[src/rtl/stream_upsize_arb.sv]
`default_nettype none
// +--------------------------------------------------------------------------+
// | Module   : stream_upsize_arb                                              |
// | Purpose  : Packet-level round-robin arbiter sharing one stream_upsize     |
// |            input between N_SRC narrow requester streams. One source is    |
// |            granted per packet; the grant is held until that packet's      |
// |            last beat is accepted. A packet longer than MAX_BEATS is cut   |
// |            with a forced last and flagged on err_trunc_o.                 |
// | Ports    : clk, rst_n (synchronous, active-low)                           |
// |            s_data_i/s_last_i/s_valid_i/s_ready_o : per-source streams     |
// |            m_data_o/m_last_o/m_valid_o/m_ready_i : to the upsizer         |
// |            grant_o     : one-hot current grant, 0 when idle               |
// |            err_trunc_o : pulse on an accepted forced-last beat            |
// |            m_id_o      : binary grant index (STREAM_UPSIZE_ARB_ID_EN)     |
// | Options  : define STREAM_UPSIZE_ARB_ID_EN to add the m_id_o output.       |
// | Revision : 1.0 - initial release                                          |
// +--------------------------------------------------------------------------+
module stream_upsize_arb #(
    parameter int T_DATA_WIDTH = 4,
    parameter int N_SRC        = 4,
    parameter int MAX_BEATS    = 16
) (
    input  logic                          clk,
    input  logic                          rst_n,
    input  logic [T_DATA_WIDTH-1:0]       s_data_i [N_SRC],
    input  logic [N_SRC-1:0]              s_last_i,
    input  logic [N_SRC-1:0]              s_valid_i,
    output logic [N_SRC-1:0]              s_ready_o,
    output logic [T_DATA_WIDTH-1:0]       m_data_o,
    output logic                          m_last_o,
    output logic                          m_valid_o,
    input  logic                          m_ready_i,
    output logic [N_SRC-1:0]              grant_o,
`ifdef STREAM_UPSIZE_ARB_ID_EN
    output logic [$clog2(N_SRC)-1:0]      m_id_o,
`endif
    output logic                          err_trunc_o
);

    localparam int c_IDX_W = $clog2(N_SRC);
    localparam int c_CNT_W = $clog2(MAX_BEATS + 1);

    localparam logic [0:0] S_IDLE = 1'b0;
    localparam logic [0:0] S_BUSY = 1'b1;

    localparam logic [c_CNT_W-1:0] c_LAST_CNT = c_CNT_W'(MAX_BEATS - 1);
    localparam logic [c_IDX_W-1:0] c_RR_RESET = c_IDX_W'(N_SRC - 1);
    localparam logic [c_IDX_W:0]   c_N_WIDE   = (c_IDX_W + 1)'(N_SRC);
    localparam logic [N_SRC-1:0]   c_ONE      = N_SRC'(1);

    logic [0:0]          r_state;
    logic [N_SRC-1:0]    r_grant;
    logic [c_IDX_W-1:0]  r_gidx;
    logic [c_IDX_W-1:0]  r_rr_ptr;
    logic [c_CNT_W-1:0]  r_beat_cnt;

    logic [0:0]          w_state_nxt;
    logic [N_SRC-1:0]    w_grant_nxt;
    logic [c_IDX_W-1:0]  w_gidx_nxt;
    logic [c_IDX_W-1:0]  w_rr_ptr_nxt;
    logic [c_CNT_W-1:0]  w_beat_cnt_nxt;

    logic                w_busy;
    logic                w_force;
    logic                w_accept;
    logic                w_found;
    logic [c_IDX_W-1:0]  w_pick;
    logic [c_IDX_W:0]    w_cand;

    // Round-robin search: first valid source starting just after the last
    // served one. The candidate is one bit wider so rr_ptr+k cannot wrap
    // before the explicit modulo-N_SRC correction.
    always_comb begin
        w_found = 1'b0;
        w_pick  = '0;
        w_cand  = '0;
        for (int k = 1; k <= N_SRC; k++) begin
            w_cand = {1'b0, r_rr_ptr} + (c_IDX_W + 1)'(k);
            if (w_cand >= c_N_WIDE) begin
                w_cand = w_cand - c_N_WIDE;
            end
            if (!w_found && s_valid_i[w_cand[c_IDX_W-1:0]]) begin
                w_found = 1'b1;
                w_pick  = w_cand[c_IDX_W-1:0];
            end
        end
    end

    // Datapath mux. r_grant is all-zero in IDLE, so s_ready_o needs no gating.
    assign w_busy      = (r_state == S_BUSY);
    assign w_force     = (r_beat_cnt == c_LAST_CNT);
    assign m_data_o    = w_busy ? s_data_i[r_gidx] : '0;
    assign m_valid_o   = w_busy & s_valid_i[r_gidx];
    assign m_last_o    = w_busy & (s_last_i[r_gidx] | w_force);
    assign s_ready_o   = r_grant & {N_SRC{m_ready_i}};
    assign w_accept    = m_valid_o & m_ready_i;
    assign err_trunc_o = w_accept & w_force & ~s_last_i[r_gidx];
    assign grant_o     = r_grant;

`ifdef STREAM_UPSIZE_ARB_ID_EN
    assign m_id_o = w_busy ? r_gidx : '0;
`endif

    // Next-state logic
    always_comb begin
        w_state_nxt    = r_state;
        w_grant_nxt    = r_grant;
        w_gidx_nxt     = r_gidx;
        w_rr_ptr_nxt   = r_rr_ptr;
        w_beat_cnt_nxt = r_beat_cnt;
        case (r_state)
            S_IDLE: begin
                if (w_found) begin
                    w_state_nxt = S_BUSY;
                    w_gidx_nxt  = w_pick;
                    w_grant_nxt = c_ONE << w_pick;
                end
            end
            S_BUSY: begin
                if (w_accept) begin
                    if (m_last_o) begin
                        // Packet end (real or forced): the served source
                        // becomes lowest priority for the next round.
                        w_state_nxt    = S_IDLE;
                        w_grant_nxt    = '0;
                        w_rr_ptr_nxt   = r_gidx;
                        w_beat_cnt_nxt = '0;
                    end else begin
                        w_beat_cnt_nxt = r_beat_cnt + c_CNT_W'(1);
                    end
                end
            end
            default: begin
                w_state_nxt = S_IDLE;
                w_grant_nxt = '0;
            end
        endcase
    end

    // State register
    always_ff @(posedge clk) begin
        if (!rst_n) begin
            r_state    <= S_IDLE;
            r_grant    <= '0;
            r_gidx     <= '0;
            r_rr_ptr   <= c_RR_RESET;
            r_beat_cnt <= '0;
        end else begin
            r_state    <= w_state_nxt;
            r_grant    <= w_grant_nxt;
            r_gidx     <= w_gidx_nxt;
            r_rr_ptr   <= w_rr_ptr_nxt;
            r_beat_cnt <= w_beat_cnt_nxt;
        end
    end

endmodule
`default_nettype wire

[config.mk]
export PLATFORM = sky130hd
export DESIGN_NAME = stream_upsize_arb
export DESIGN_NICKNAME = d
export VERILOG_FILES = /design/src/rtl/stream_upsize_arb.sv
export SDC_FILE = /design/constraint.sdc
export NUM_CORES = 1
export LEC_CHECK = 0
export ABC_AREA = 1
export BUFFER_PORTS_ARGS = -buffer_cell sky130_fd_sc_hd__buf_4
export CORE_UTILIZATION = 49
export CTS_CLUSTER_SIZE = 24
export DETAILED_ROUTE_END_ITERATION = 7
export PLACE_DENSITY_LB_ADDON = 0.15
export SETUP_SLACK_MARGIN = 0.1
export SYNTH_ARGS = -nofsm -noshare
export SYNTH_HDL_FRONTEND = slang
export SYNTH_SLANG_ARGS = --single-unit
[constraint.sdc]
create_clock -name clk -period 1.8 [get_ports clk]
set_input_delay 0.36 -clock clk [delete_from_list [all_inputs] [get_ports clk]]
set_output_delay 0.36 -clock clk [all_outputs]
set_load 0.01 [all_outputs]
## Word-level counts from Yosys, hierarchy flattened

Index checks and enable logic that the tools add are counted.

| cells by class | value |
|---|---|
| add/sub/neg operators | 9 |
| $lt $le $gt $ge | 10 |
| equality and inequality tests | 4 |
| shift-type cells | 1 |
| mux-type cells | 37 |
| bitwise logic cells | 10 |
| reduce and logical (&&, ||, !) cells | 10 |

Operators with widths:

| operator | count |
|---|---|
| 2-to-1 mux 4 bit | 6 |
| 2-to-1 mux 2 bit | 8 |
| greater-or-equal comparator 3 bit (second input constant) | 5 |
| less-than comparator 2 x 3 -> 1 bit (second input constant) | 5 |
| 2-to-1 mux 1 bit | 13 |
| binary-select mux 1 bit (select 2 bit) | 6 |
| binary-select mux 4 bit (select 2 bit) | 1 |
| one-hot mux 4 bit (2 select lines) | 1 |
| subtractor 2 x 1 -> 2 bit (second input constant) | 4 |
| adder 2 x 2 -> 3 bit (second input constant) | 2 |
| AND reduction 3 bit | 2 |
| adder 5 x 1 -> 5 bit (second input constant) | 1 |
| AND 1 bit | 5 |
| equality test 5 x 4 -> 1 bit (second input constant) | 1 |
| 2-to-1 mux 5 bit | 1 |
| AND 4 bit | 1 |
| != test 2 bit (second input constant) | 2 |
| AND reduction 2 bit | 2 |
| left shift 1 x 2 -> 4 bit (first input constant) | 1 |
| adder 2 x 1 -> 3 bit (second input constant) | 1 |
| adder 2 x 3 -> 3 bit (second input constant) | 1 |
| logical AND 1 bit | 3 |
| logical NOT 1 bit | 3 |
| NOT 2 -> 3 bit | 1 |
| other kinds (4) | 5 |

| storage, ports and cells | value |
|---|---|
| flip-flop bits (word level) | 14 |
| bits of input ports | 27 |

## Logic depth before layout (Yosys ltp)

Gate-level depths: netlist of run 1.

| logic depth | value |
|---|---|
| depth in word-level cells | 18 |
| gate-level depth with buffers | 13 |

## Worst setup path before layout of run 1

OpenSTA, ideal clock, no wires.

| timing | value |
|---|---|
| path kind | flip-flop to output port |
| start | reg r_gidx[0] |
| end | out err_trunc_o |
| arrival time | 1171 ps |
| required time | 1440 ps |
| slack | 269 ps |
| stages on the path, launching flop included | 11 |
| cells stage by stage | dfxtp_1 > buf_4 > inv_2 > buf_6 > nand2_2 > nand3_2 > nand2_2 > nand3_4 > clkinv_2 > nand2_1 > nor2_1 |

| between the ends | value |
|---|---|
| cells in the longest elaborated chain, start to end | 6 |
| elaborated cells between the ends (all ways) | 9 |

Ends and longest elaborated chain:

| what | line | text |
|---|---|---|
| from (decl) | 53 | `logic [c_IDX_W-1:0] r_gidx;` |
| from (signal assigned) | 151 | `r_gidx <= w_gidx_nxt;` |
| binary-select mux 1 bit (select 2 bit) | 93 | `assign m_valid_o = w_busy & s_valid_i[r_gidx];` |
| 2-to-1 mux 1 bit (implied by the code) | 93 |  |
| AND 1 bit | 93 |  |
| AND 1 bit | 96 | `assign w_accept = m_valid_o & m_ready_i;` |
| AND 1 bit | 97 | `assign err_trunc_o = w_accept & w_force & ~s_last_i[r_gidx];` |
| AND 1 bit * | 97 |  |
| to (decl) | 37 | `output logic err_trunc_o` |

Mark *: on every way between the ends. The rest lies on a longest branch, timed or not. The select of a mux whose other input is x is not followed.

## Worst setup path after layout of run 1

| timing | value |
|---|---|
| start | reg r_gidx[0] |
| end | out m_last_o |

| between the ends | value |
|---|---|
| cells in the longest elaborated chain, start to end | 4 |

Ends and longest elaborated chain:

| what | line | text |
|---|---|---|
| binary-select mux 1 bit (select 2 bit) | 94 | `assign m_last_o = w_busy & (s_last_i[r_gidx] \| w_force);` |
| 2-to-1 mux 1 bit (implied by the code) | 94 |  |
| OR 1 bit | 94 |  |
| AND 1 bit | 94 |  |
| to (decl) | 30 | `output logic m_last_o,` |

No other way between the ends. The select of a mux whose other input is x is not followed.

==> results of run 1 <==
-- worst reg2reg max path: cells and delay by family, from the launching register on --
family                 cells  cell delay, ps
AND/OR/NAND/NOR            5             570
buffers and inverters      2             280
AO/OA/AOI/OAI              2             330
flip-flops                 1             380
-- cell usage in the layout (no fill, tap or decap), types with 2 or more instances in the layout --
cell,instances
nor2_1,22
dfxtp_4,2
buf_6,3
nand2_2,14
a21oi_1,16
clkinv_1,2
o21ai_1,5
nand3_1,8
nand4_1,3
buf_4,52
clkbuf_4,3
dfxtp_1,9
inv_4,2
nand2_4,4
a21boi_1,2
nand3_2,3
ha_4,2
dfxtp_2,3
nor2_4,5
inv_2,5
o21ai_0,7
nand3_4,2
inv_1,14
nand2_1,36
nor2_2,5
-- per-stage QoR --
step	utilization [%]	worst slack, ps	total power [W]	TNS (ps)	hold slack, ps
after global placement	68.0	157	0.000919	0	469
after CTS	73.5	-36.7	0.00121	-45.4	328
final	78.8	-26.5	0.00128	-26.5	331
after detailed placement	68.0	139	0.000932	0	476
after global routing	78.8	-71.3	0.00137	-157	324
after floorplan	-	269	0.000760	0	457
-- what timing repair did --
| item | CTS | global route |
|---|---|---|
| setup endpoints to repair | 7 | 12 |
| pin swaps | 7 | 18 |
| hold buffers | 0 | 0 |
| buffers inserted | 5 | 5 |
| resized for setup | 16 | 28 |
-- state kept, by name, summed over array words and instances, names as in the netlist --
signal      flops
r_beat_cnt      5
grant_o         4
r_state         1
r_rr_ptr        2
r_gidx          2
-- final timing paths --
check,startpoint,end,slack [ps],depth (start not counted)
setup / recovery,r_gidx[0],m_last_o,-30,6
hold reg to reg,grant_o[2],grant_o[2],490,2
setup reg to reg,r_gidx[0],r_beat_cnt[4],190,9
hold / removal,rst_n,r_gidx[0],330,2
-- routing by layer --
metal / vias up / GRT usage, % / wire, µm
li1: 717 / - / -
met1: 630 / 30.5 / 1400
met2: 55 / 48.2 / 1870
met3: 3 / 6.55 / 181
met4: 0 / 3.70 / 15
met5: - / 0 / 0
-- cell families after synthesis --
group	count (synthesis)	share of synthesized area, %
simple gates	104	43.3
flops	14	23.7
xor+xnor	1	0.742
buf+inv	31	11.9
fa+ha+maj	2	2.12
compound gates	37	18.2
-- power breakdown --
| group | internal (W) | leakage [nW] | total (W) | switching, W |
|---|---|---|---|---|
| Sequential | 0.000344 | 0.116 | 0.000390 | 0.0000456 |
| Combinational | 0.000289 | 0.754 | 0.000654 | 0.000366 |
| Clock | 0.000123 | 0.0210 | 0.000236 | 0.000112 |
-- cell type report --
class | instances | area [µm²] | share of cell area [%]
multi-input cells | 144 | 865 | 49.1
inverters | 25 | 109 | 6.18
flip-flops and latches | 14 | 292 | 16.6
repair buffers | 55 | 424 | 24.1
clock buffers | 4 | 36.3 | 2.06
well taps | 28 | 35.0 | 1.99
==> results.py, run 1 <==
metrics = {
    "layout": {
        "num-nets-final": 272,
        "final_layout_size_suffix_gt1_share_pct": 46.7,
        "n_fill_cell": 165,
        "antenna_cells": 0,
        "layout-area-overhead-vs-synth_pct": 49.0,
        "final_cell_count_no_fill": 270,
        "final_cell_area_um2": 1760,
    },
    "synthesis": {
        "synth_seq_area_share_pct": 23.7,
        "synth-main-ff-cell": "dfxtp_1",
        "synthesis.yosys.warnings": 0,
        "async_reset_ff_share_pct": 0,
        "synth.distinct_cells": 33,
        "synth_cells": 189,
        "post_synth.cell_area_avg_um2": 6.25,
        "synth_top_area_share_pct": 23.7,
        "yosys.area.top_type": "dfxtp_1",
        "post_synthesis_instance_area_um2": 1180,
        "synth_top_cells_by_area": "dfxtp_1, nand2_1, nor2_1, a21oi_1, nand2_2",
        "synth_edf_count": 0,
        "yosys_register_bits": 14,
        "netlist_top_cells_count": "nand2_1, nor2_1, a21oi_1",
        "yosys.cell_count.top_type": "nand2_1",
        "syn-num-nets": 218,
    },
    "clock_tree": {
        "h-tree-depth": 1,
        "worst_skew_pair.late_latency_ps": 290,
        "clock_sinks": 14,
        "cts-buffers-inserted": 3,
        "cts_tree": "done",
        "worst_setup_hold_path_clk_slew_ps": 90,
        "cts-root-buf": "clkbuf_4",
        "cts_max_path_bufs": 2,
    },
    "sta": {
        "finalSetupViolations": 1,
        "finalClockSkew_ps": 2.27,
        "finalWorstSetupSlack_ps": -26.5,
        "timing.final.crit_period_ps": 1830,
        "max_freq_mhz": 547,
        "maxSlewHeadroom_pct": 75.3,
        "tightestPinTransition_ps": 370,
        "timing.final.max_slew_violations": 0,
        "unrepaired_setup_endpoints_after_global_routing": "yes",
        "finalHoldViolations": 0,
        "post-route-period-util_pct": 101,
    },
    "route": {
        "detail_route.first_pass.iterations": 4,
        "drt_iter0_markers": 58,
        "dr_total_vias": 1405,
        "drt-wirelength-per-cell_um": 12.8,
        "antenna_left": 0,
        "finalWirelength_um": 3470,
        "detail_route.drc_violations": 0,
        "via_per_inst": 5.20,
    },
    "worst_setup_path": {
        "critical_path.slowest_cell": "dfxtp_4",
        "timing.critical_path.from_type": "flop",
        "crit_arrival_ps": 1470,
        "timing.critical_path.fanout_max": 7,
        "cp_data_required_time_ps": 1440,
        "crit_path_max_incr_delay_ps": 380,
        "timing.critical_path.max_delay_family": "flip-flops",
        "setup.worst_path.class": "flop to output port",
        "timing.critical_path.cells": "buf_6 > o211ai_1 > nand2_2 > nor2_4 > nor2_4 > buf_6",
        "critPathBufInv": 2,
        "worstSetupEndpointType": "output port",
    },
    "die": {
        "placement_rows": 17,
        "coreArea_um2": 2230,
        "effective_utilization_at_floorplan_pct": 52.9,
        "die_height_um": 51.1,
        "io_pins": 42,
        "chipWidth_um": 51.1,
        "dieArea_um2": 2610,
    },
    "place": {
        "finalWeightedCongestion": 0.799,
        "place.port_buffers": 41,
        "placedCellCount": 257,
        "dpl-instance-area_um2": 1520,
        "place.detailed.hpwl_um": 2310,
    },
    "global_routing": {
        "antenna_violations_before_repair": 0,
        "grt_pass1_wl_um": 5170,
        "grt.total_usage_pct": 26.1,
        "grt_pass1_vias": 1240,
        "largest_net_degree_at_the_start_of_global_routing": 12,
        "grt_overflow": 0,
    },
    "power": {
        "power_leakage_nw": 0.891,
        "power.ir.vdd_worst_uv": 715,
        "power.density_cell_area_nw_per_um2": 727,
    },
    "run": {
        "maxCapViolations": 0,
    },
    "outcome": {
        "failed_checks": "negative setup slack",
        "run_status": "complete, but fails checks",
    },
    "hold_path": {
        "timing.hold.worst.class": "input pin to flop",
    },
}
Note: power is estimated with default switching activity, not from simulation.
==> run 2: changes to the inputs <==
- REMOVE_ABC_BUFFERS: not set -> 1
==> run 2 against run 1 <==
Against the previous run:
- the run still ends with negative setup slack left
- highest routed layer unchanged
- register-to-register slack worse by 140 ps
- critical path depth up 1
- largest power group unchanged
- total power shrank 1.3%
- first-iteration DRC count fell by 50%
- wire length is 7.8% lower
- die area unchanged
- critical path type unchanged
- sequential power down 2%
==> results.py, run 2 (synthesized netlist as in run 1, its figures left out) <==
metrics = {
    "layout": {
        "final_layout_size_suffix_gt1_share_pct": 43.8,
        "finalCoreUtilization_pct": 76.0,
        "final_cell_area_um2": 1700,
        "mostFrequentLayoutCells": "buf_4, nand2_1, nor2_1",
        "antenna_cells": 0,
        "max_flop_register": "r_beat_cnt",
        "layout-area-overhead-vs-synth_pct": 43.6,
        "mostFrequentLayoutCell": "buf_4",
        "largest_register_ffs": 5,
        "num-nets-final": 272,
    },
    "clock_tree": {
        "cts-buffers-inserted": 3,
        "worst_skew_pair.late_latency_ps": 280,
        "h-tree-depth": 1,
        "cts-root-buf": "clkbuf_4",
        "worst_setup_hold_path_clk_slew_ps": 90,
        "post_cts_hold_buffer_count": 0,
        "cts_max_path_bufs": 2,
        "cts_tree": "done",
        "clock_sinks": 14,
    },
    "sta": {
        "post-route-period-util_pct": 101,
        "maxSlewHeadroom_pct": 77.5,
        "finalWorstSetupSlack_ps": -23.2,
        "tightestPinTransition_ps": 337,
        "finalSetupViolations": 1,
        "timing.final.crit_period_ps": 1820,
        "max_freq_mhz": 548,
        "timing.final.max_slew_violations": 0,
        "unrepaired_setup_endpoints_after_global_routing": "yes",
        "finalClockSkew_ps": 2.60,
        "finalHoldViolations": 0,
    },
    "route": {
        "via_per_inst": 5.07,
        "detail_route.first_pass.iterations": 5,
        "antenna_left": 0,
        "drt_iter0_markers": 29,
        "finalWirelength_um": 3200,
        "dr_total_vias": 1370,
        "detail_route.drc_violations": 0,
        "drt-wirelength-per-cell_um": 11.8,
    },
    "power": {
        "power.ir.vdd_worst_uv": 608,
        "power.density_cell_area_nw_per_um2": 744,
        "power_leakage_nw": 0.863,
    },
    "die": {
        "coreArea_um2": 2230,
        "chipWidth_um": 51.1,
        "effective_utilization_at_floorplan_pct": 52.9,
        "placement_rows": 17,
        "dieArea_um2": 2610,
        "io_pins": 42,
        "die_height_um": 51.1,
    },
    "worst_setup_path": {
        "r2r_end": "grant_o[2]",
        "crit_top_cell": "nor2_4",
        "crit_path_max_incr_delay_ps": 370,
        "timing.critical_path.fanout_max": 3,
        "critical_path.slowest_cell": "dfxtp_2",
        "worst_setup_path_startpoint": "r_beat_cnt[1]",
        "ff2ff_path_depth": 11,
        "ff2ff_setup_slack_ps": 50,
        "crit_arrival_ps": 1460,
        "cp_data_required_time_ps": 1440,
        "timing.critical_path.cells": "ha_4 > nand2_2 > nor2_2 > ha_2 > nor2_4 > nor2_4 > buf_6",
        "setup.worst_path.class": "flop to output port",
        "critical_path.reg2reg.startpoint": "r_beat_cnt[1]",
        "timing.critical_path.from_type": "flop",
        "worstSetupEndpointType": "output port",
    },
    "global_routing": {
        "grt_util_met1_pct": 27.9,
        "grt_pass1_wl_um": 4700,
        "grt.busiest_layer": "met2",
        "globalRouteMet2Util_pct": 44.5,
        "globalRouteMet3Util_pct": 4.76,
        "grt_overflow": 0,
        "antenna_violations_before_repair": 0,
        "grt.total_usage_pct": 23.8,
        "grt_pass1_vias": 1123,
        "largest_net_degree_at_the_start_of_global_routing": 12,
    },
    "hold_path": {
        "whs_endpoint": "r_gidx[1]",
        "timing.hold.worst.class": "input pin to flop",
        "holdPathStages": 3,
        "min_from": "rst_n",
    },
    "place": {
        "place.detailed.hpwl_um": 2260,
        "dpl-instance-area_um2": 1520,
        "finalWeightedCongestion": 0.892,
        "place.port_buffers": 41,
    },
    "run": {
        "maxCapViolations": 0,
    },
    "outcome": {
        "run_status": "complete, but fails checks",
        "failed_checks": "negative setup slack",
    },
}
[run 2: changes by cell type in the layout (fill, tap and decap cells not counted), moves of 2 or more]
cell,before,now
nand2_4,4,2
nor2_1,22,25
o21ai_0,7,4
o21ai_1,5,8
nand2_1,36,39
nor2_2,5,3
[run 2: worst max-delay path by stage]
stage                             end  slack [ps]
after CTS                 err_trunc_o          -6
after global placement       m_last_o         180
final                        m_last_o         -20
after global routing         m_last_o         -80
after detailed placement     m_last_o         160
after floorplan           err_trunc_o          80
[run 2: where the power goes]
| group | switching, W | total, W | internal (W) |
|---|---|---|---|
| logic | 0.000356 | 0.000647 | 0.000292 |
| registers | 0.0000403 | 0.000384 | 0.000344 |
| clock network | 0.000108 | 0.000232 | 0.000123 |
[run 2: cell type report]
type | instances | area [µm²]
repair buffers | 55 | 424
inverters | 25 | 106
fillers | 162 | 537
multi-input cells | 144 | 806
well taps | 28 | 35.0
clock buffers | 4 | 36.3
flip-flops and latches | 14 | 289
[run 2: through the flow]
stage	setup WS [ps]	setup TNS [ps]	cells	hold WS [ps]	power [W]
finish	-23.2	-23.2	270	348	0.00126
global route	-82.8	-346	270	339	0.00135
CTS	-6.01	-10.4	264	349	0.00120
detailed placement	158	0	257	482	0.000936
global placement	176	0	257	470	0.000925
floorplan	84.7	0	183	457	0.000734
[run 2: metal layers]
| metal | part of all wire (%) | up-vias |
|---|---|---|
| li1 | - | 712 |
| met1 | 44 | 623 |
| met2 | 52 | 33 |
| met3 | 3.8 | 2 |
| met4 | 0.28 | 0 |
| met5 | 0 | - |
[run 2: what timing repair did]
item,4_1_cts,5_1_grt
pin swaps,7,14
hold endpoints to repair,0,0
endpoints found under the setup margin,7,13
gates resized for setup,12,20
buffers inserted,3,6
[run 2: critical path, delay by kind of cell (launching register included)]
kind / cells / cell delay, ps
flip-flops: 1 / 370
adder cells (fa/ha/maj): 2 / 350
AND/OR/NAND/NOR: 4 / 350
buffers and inverters: 1 / 120
